`src/rtl/serial_adder.sv`:
```
// Bit-serial adder: two WIDTH-bit operands plus carry-in are summed LSB-first,
// one bit per clock, through a single carry flip-flop behind valid/ready handshakes.
module serial_adder #(
    parameter int WIDTH = 32
) (
    input  logic             clk,
    input  logic             rst_n,
    input  logic             in_valid,
    output logic             in_ready,
    input  logic [WIDTH-1:0] op_a,
    input  logic [WIDTH-1:0] op_b,
    input  logic             carry_in,
    output logic             out_valid,
    input  logic             out_ready,
    output logic [WIDTH-1:0] sum,
    output logic             carry_out,
    output logic             overflow,
    output logic             busy,
    output logic [1:0]       dbg_state
);

    // Handshakes: a transfer happens on a rising edge where valid and ready are
    // both high; in_ready is high only in IDLE and out_valid only in DONE, so an
    // operation is never accepted in the same cycle a result is consumed.

    localparam int CW = $clog2(WIDTH);
    localparam logic [CW-1:0] LAST = CW'(WIDTH - 1);

    typedef enum logic [1:0] {
        S_IDLE = 2'd0,
        S_RUN  = 2'd1,
        S_DONE = 2'd2
    } state_t;

    state_t           state_q, state_d;
    logic [WIDTH-1:0] a_q, a_d;
    logic [WIDTH-1:0] b_q, b_d;
    logic [WIDTH-1:0] res_q, res_d;
    logic [WIDTH-1:0] sum_q, sum_d;
    logic [CW-1:0]    cnt_q, cnt_d;
    logic             c_q, c_d;
    logic             cout_q, cout_d;
    logic             ovf_q, ovf_d;
    logic             bit_s;
    logic             bit_c;

    always_ff @(posedge clk or negedge rst_n) begin
        if (!rst_n) begin
            state_q <= S_IDLE;
            a_q     <= '0;
            b_q     <= '0;
            res_q   <= '0;
            sum_q   <= '0;
            cnt_q   <= '0;
            c_q     <= 1'b0;
            cout_q  <= 1'b0;
            ovf_q   <= 1'b0;
        end else begin
            state_q <= state_d;
            a_q     <= a_d;
            b_q     <= b_d;
            res_q   <= res_d;
            sum_q   <= sum_d;
            cnt_q   <= cnt_d;
            c_q     <= c_d;
            cout_q  <= cout_d;
            ovf_q   <= ovf_d;
        end
    end

    always_comb begin
        state_d = state_q;
        a_d     = a_q;
        b_d     = b_q;
        res_d   = res_q;
        sum_d   = sum_q;
        cnt_d   = cnt_q;
        c_d     = c_q;
        cout_d  = cout_q;
        ovf_d   = ovf_q;
        bit_s   = a_q[0] ^ b_q[0] ^ c_q;
        bit_c   = (a_q[0] & b_q[0]) | (c_q & (a_q[0] ^ b_q[0]));

        case (state_q)
            S_IDLE: begin
                if (in_valid) begin
                    a_d     = op_a;
                    b_d     = op_b;
                    c_d     = carry_in;
                    cnt_d   = '0;
                    state_d = S_RUN;
                end
            end
            S_RUN: begin
                a_d   = {1'b0, a_q[WIDTH-1:1]};
                b_d   = {1'b0, b_q[WIDTH-1:1]};
                c_d   = bit_c;
                res_d = {bit_s, res_q[WIDTH-1:1]};
                // Visible outputs update only on the MSB step; c_q is then the carry into the MSB.
                if (cnt_q == LAST) begin
                    sum_d   = {bit_s, res_q[WIDTH-1:1]};
                    cout_d  = bit_c;
                    ovf_d   = c_q ^ bit_c;
                    state_d = S_DONE;
                end else begin
                    cnt_d = cnt_q + 1'b1;
                end
            end
            S_DONE: begin
                if (out_ready) begin
                    state_d = S_IDLE;
                end
            end
            default: begin
                state_d = S_IDLE;
            end
        endcase
    end

    assign in_ready  = (state_q == S_IDLE);
    assign out_valid = (state_q == S_DONE);
    assign busy      = (state_q != S_IDLE);
    assign sum       = sum_q;
    assign carry_out = cout_q;
    assign overflow  = ovf_q;
    assign dbg_state = state_q;

endmodule

```
`config.mk`:
```
export PLATFORM = sky130hd
export DESIGN_NAME = serial_adder
export DESIGN_NICKNAME = d
export VERILOG_FILES = /design/src/rtl/serial_adder.sv
export SDC_FILE = /design/constraint.sdc
export NUM_CORES = 1
export LEC_CHECK = 0
export CAP_MARGIN = 20
export CORE_ASPECT_RATIO = 1.5
export CORE_UTILIZATION = 35
export CTS_BUF_LIST = sky130_fd_sc_hd__clkbuf_8 sky130_fd_sc_hd__clkbuf_16
export CTS_CLUSTER_SIZE = 16
export DETAILED_ROUTE_END_ITERATION = 8
export GPL_TIMING_DRIVEN = 1
export PLACE_DENSITY = 0.63
export SLEW_MARGIN = 40
export SYNTH_ARGS = -nofsm -noshare
export SYNTH_HDL_FRONTEND = slang
export SYNTH_SLANG_ARGS = --single-unit
```
`constraint.sdc`:
```
create_clock -name clk -period 2.7 [get_ports clk]
set_input_delay 0.405 -clock clk [delete_from_list [all_inputs] [get_ports clk]]
set_output_delay 0.405 -clock clk [all_outputs]
set_load 0.1 [all_outputs]
```
==> run summary <==
Die Y: 160.1 um
CP max stage cell: dfrtp_1
Vias per std cell: 4.691
P&R area growth vs syn: 30.16%
Tmin final: 2.149 ns
Required @ worst endpoint: 2.99 ns
WL/cell: 13.47 um
CTS tree: done
CTS max path bufs: 2
IO buf count: 107
Worst Setup Start Kind: register
Synth top area share: 58.77%
Mapped Area: 0.005833 sq mm
Clk_skew: 0.006135 ns
Root Buffer: clkbuf_16
Final wirelength: 11480 um
Final GP Congestion: 0.7298
Slowest Stage Delay on Critical Path: 0.41 ns
FFs w/ async S/R, synth: 100.0%
Power per cell area: 1210 mW/mm^2
Number of synthesized flops with an enable pin: 0
Post-route non-filler standard cell count: 852
Io pins: 108
Final Core Density: 46.69%
Final setup viols: 0
Die area: 0.01720 sq mm
CP endpoint kind: register
Hold path cells: 2
Num rows: 57
DP Wirelength: 7835 um
Smallest hold slack: 0.4741 ns
Most frequent CP cell: ha_1
Core ar.: 0.01626 sq mm
Clk_lat worst skew: 0.41 ns
Dominant cells by area after synthesis: dfrtp_1 59%, mux2i_1 11%, nand2_1 10%, mux2_2 6.4%, o21ai_1 3.1%
Syn Nets: 603
First-pass GRT wire length: 19920 um
Ys Warns: 0
Fin crit share: 79.58%
Largest net degree at the start of global routing: 87
R2r worst-path depth: 6
RSZ-0062 raised after global routing: false
CP Data Arrival Time: 2.44 ns
Vias: 3997
Diodes inserted: 0
Synthesized area per cell: 10.99 sq um
Post-synth top cells: 161 x nand2_1, 137 x dfrtp_1, 64 x mux2i_1, 36 x o21ai_1, 33 x mux2_2
Total power: 9185 uW
GRT overflow: 0
Status: completed
GRT Total Usage: 14.61%
Max-cap viol count: 0
Inst Count DP: 819
DRT Pass-1 Iters: 4
H-Tree Depth: 4
Syn Inst Count: 531
Number of synthesized register bits: 137
Post-route ant nets: 0
Hold WC Path Type: reg -> reg
Starting Density: 35.87%
Fillers: 1504
Most frequent cell after synthesis: nand2_1
Cell Chain, Critical Path: ha_1 -> and3_1 -> ha_1 -> nand3b_1 -> buf_4 -> mux2_2
Leak: 0.003886 uW
Seq/Total Area, Yosys: 58.77%
Vias in the first global route: 4216
Initial antenna violation count: 0
Slew headroom: 57.82%
Synth area leader: dfrtp_1
Setup TNS: 0 ns
Worst VDD drop: 0.7289 mV
F_max: 465.4 MHz
CP Class: reg -> reg
Worst slew pin tran: 0.6327 ns
Clock Sinks: 137
Die width: 107.4 um
Initial detailed-routing violation count: 179
Layout cells sized above 1: 18.11%
Distinct cell type count of the synthesized netlist: 28
Final nets: 705
Worst-path clk slew: 0.06 ns
Fin. Hold Viols: 0
CP max FO: 36
Fin. max-slew vios: 0
Post-synth top flop: dfrtp_1
Total CTS buffers: 17
Post-route DRC violation count: 0
[final timing paths]
kind	from	endpoint	slack, ns
worst max register to register	cnt_q[0]	sum[29]	0.55
worst min register to register	res_q[1]	res_q[1]	0.47
max in group asynchronous	rst_n	b_q[27]	1.44
worst max-delay path	cnt_q[0]	sum[29]	0.55
worst min-delay path	res_q[1]	res_q[1]	0.47
min in group asynchronous	rst_n	sum[8]	0.51
[flip-flops by register name, indices dropped and copies added, names as in the netlist]
name       count
c_q            1
b_q           32
res_q         31
cnt_q          5
carry_out      1
overflow       1
a_q           32
dbg_state      2
sum           32
[cell usage in the layout (no fill, tap or decap), types with 2 or more instances in the layout]
cell / instances
a21oi_1: 3
a22o_1: 4
buf_12: 3
buf_4: 46
bufinv_16: 2
clkbuf_16: 17
clkdlybuf4s50_1: 67
clkinvlp_4: 3
dfrtp_1: 137
ha_1: 2
inv_1: 5
inv_6: 6
mux2_2: 33
mux2i_1: 64
nand2_1: 161
nand2b_1: 5
nor2b_1: 3
o21ai_0: 31
o21ai_1: 36
[per-layer routing]
layer / global-route usage [%] / vias up / share of wire (%)
met5: 0 / - / 0
met4: 5.729 / 0 / 1.6
met3: 3.347 / 12 / 4.0
met2: 25.13 / 88 / 51
met1: 17.48 / 1916 / 44
li1: - / 1981 / -
[cells by family after synthesis]
group	share of synthesized area (%)
AND/OR/NAND/NOR	11.93
flip-flops	58.77
multiplexers	17.35
AO/OA/AOI/OAI	7.143
buffers and inverters	3.882
adder cells (fa/ha/maj)	0.7721
XOR/XNOR	0.1502
[repair_timing]
item / 4_1_cts / 5_1_grt
hold endpoints to repair: 53 / 0
buffers inserted: 0 / 0
hold buffers: 1 / 0
resized for setup: 0 / 0
[worst max-delay path, delay by kind of cell, from the launching register on]
| family | cells | cell delay, ns |
|---|---|---|
| AND/OR/NAND/NOR | 2 | 0.31 |
| buffers and inverters | 1 | 0.40 |
| multiplexers | 1 | 0.40 |
| adder cells (fa/ha/maj) | 2 | 0.51 |
| flip-flops | 1 | 0.41 |
[final cells by class]
class / count / area, sq um / share of cell area (%)
Inverter: 4 / 15.01 / 0.1978
Sequential cell: 137 / 3428 / 45.15
Multi-Input combinational cell: 355 / 2205 / 29.04
Tap cell: 206 / 257.7 / 3.395
Clock inverter: 15 / 163.9 / 2.159
Timing Repair Buffer: 118 / 1097 / 14.45
Clock buffer: 17 / 425.4 / 5.603
[stage by stage]
step	worst slack (ns)	area, sq um
after floorplan	0.1024	5841
after global placement	0.6595	6993
after detailed placement	0.5560	6993
after CTS	0.5476	7592
after global routing	0.4569	7592
final	0.5513	7592
[report_power, final]
part	switching, uW	internal (uW)	total, uW
Combinational	2270	1240	3510
Clock	923	1380	2300
Sequential	488	2880	3370
Total	3680	5510	9190
Note: power is estimated with default switching activity, not from simulation.
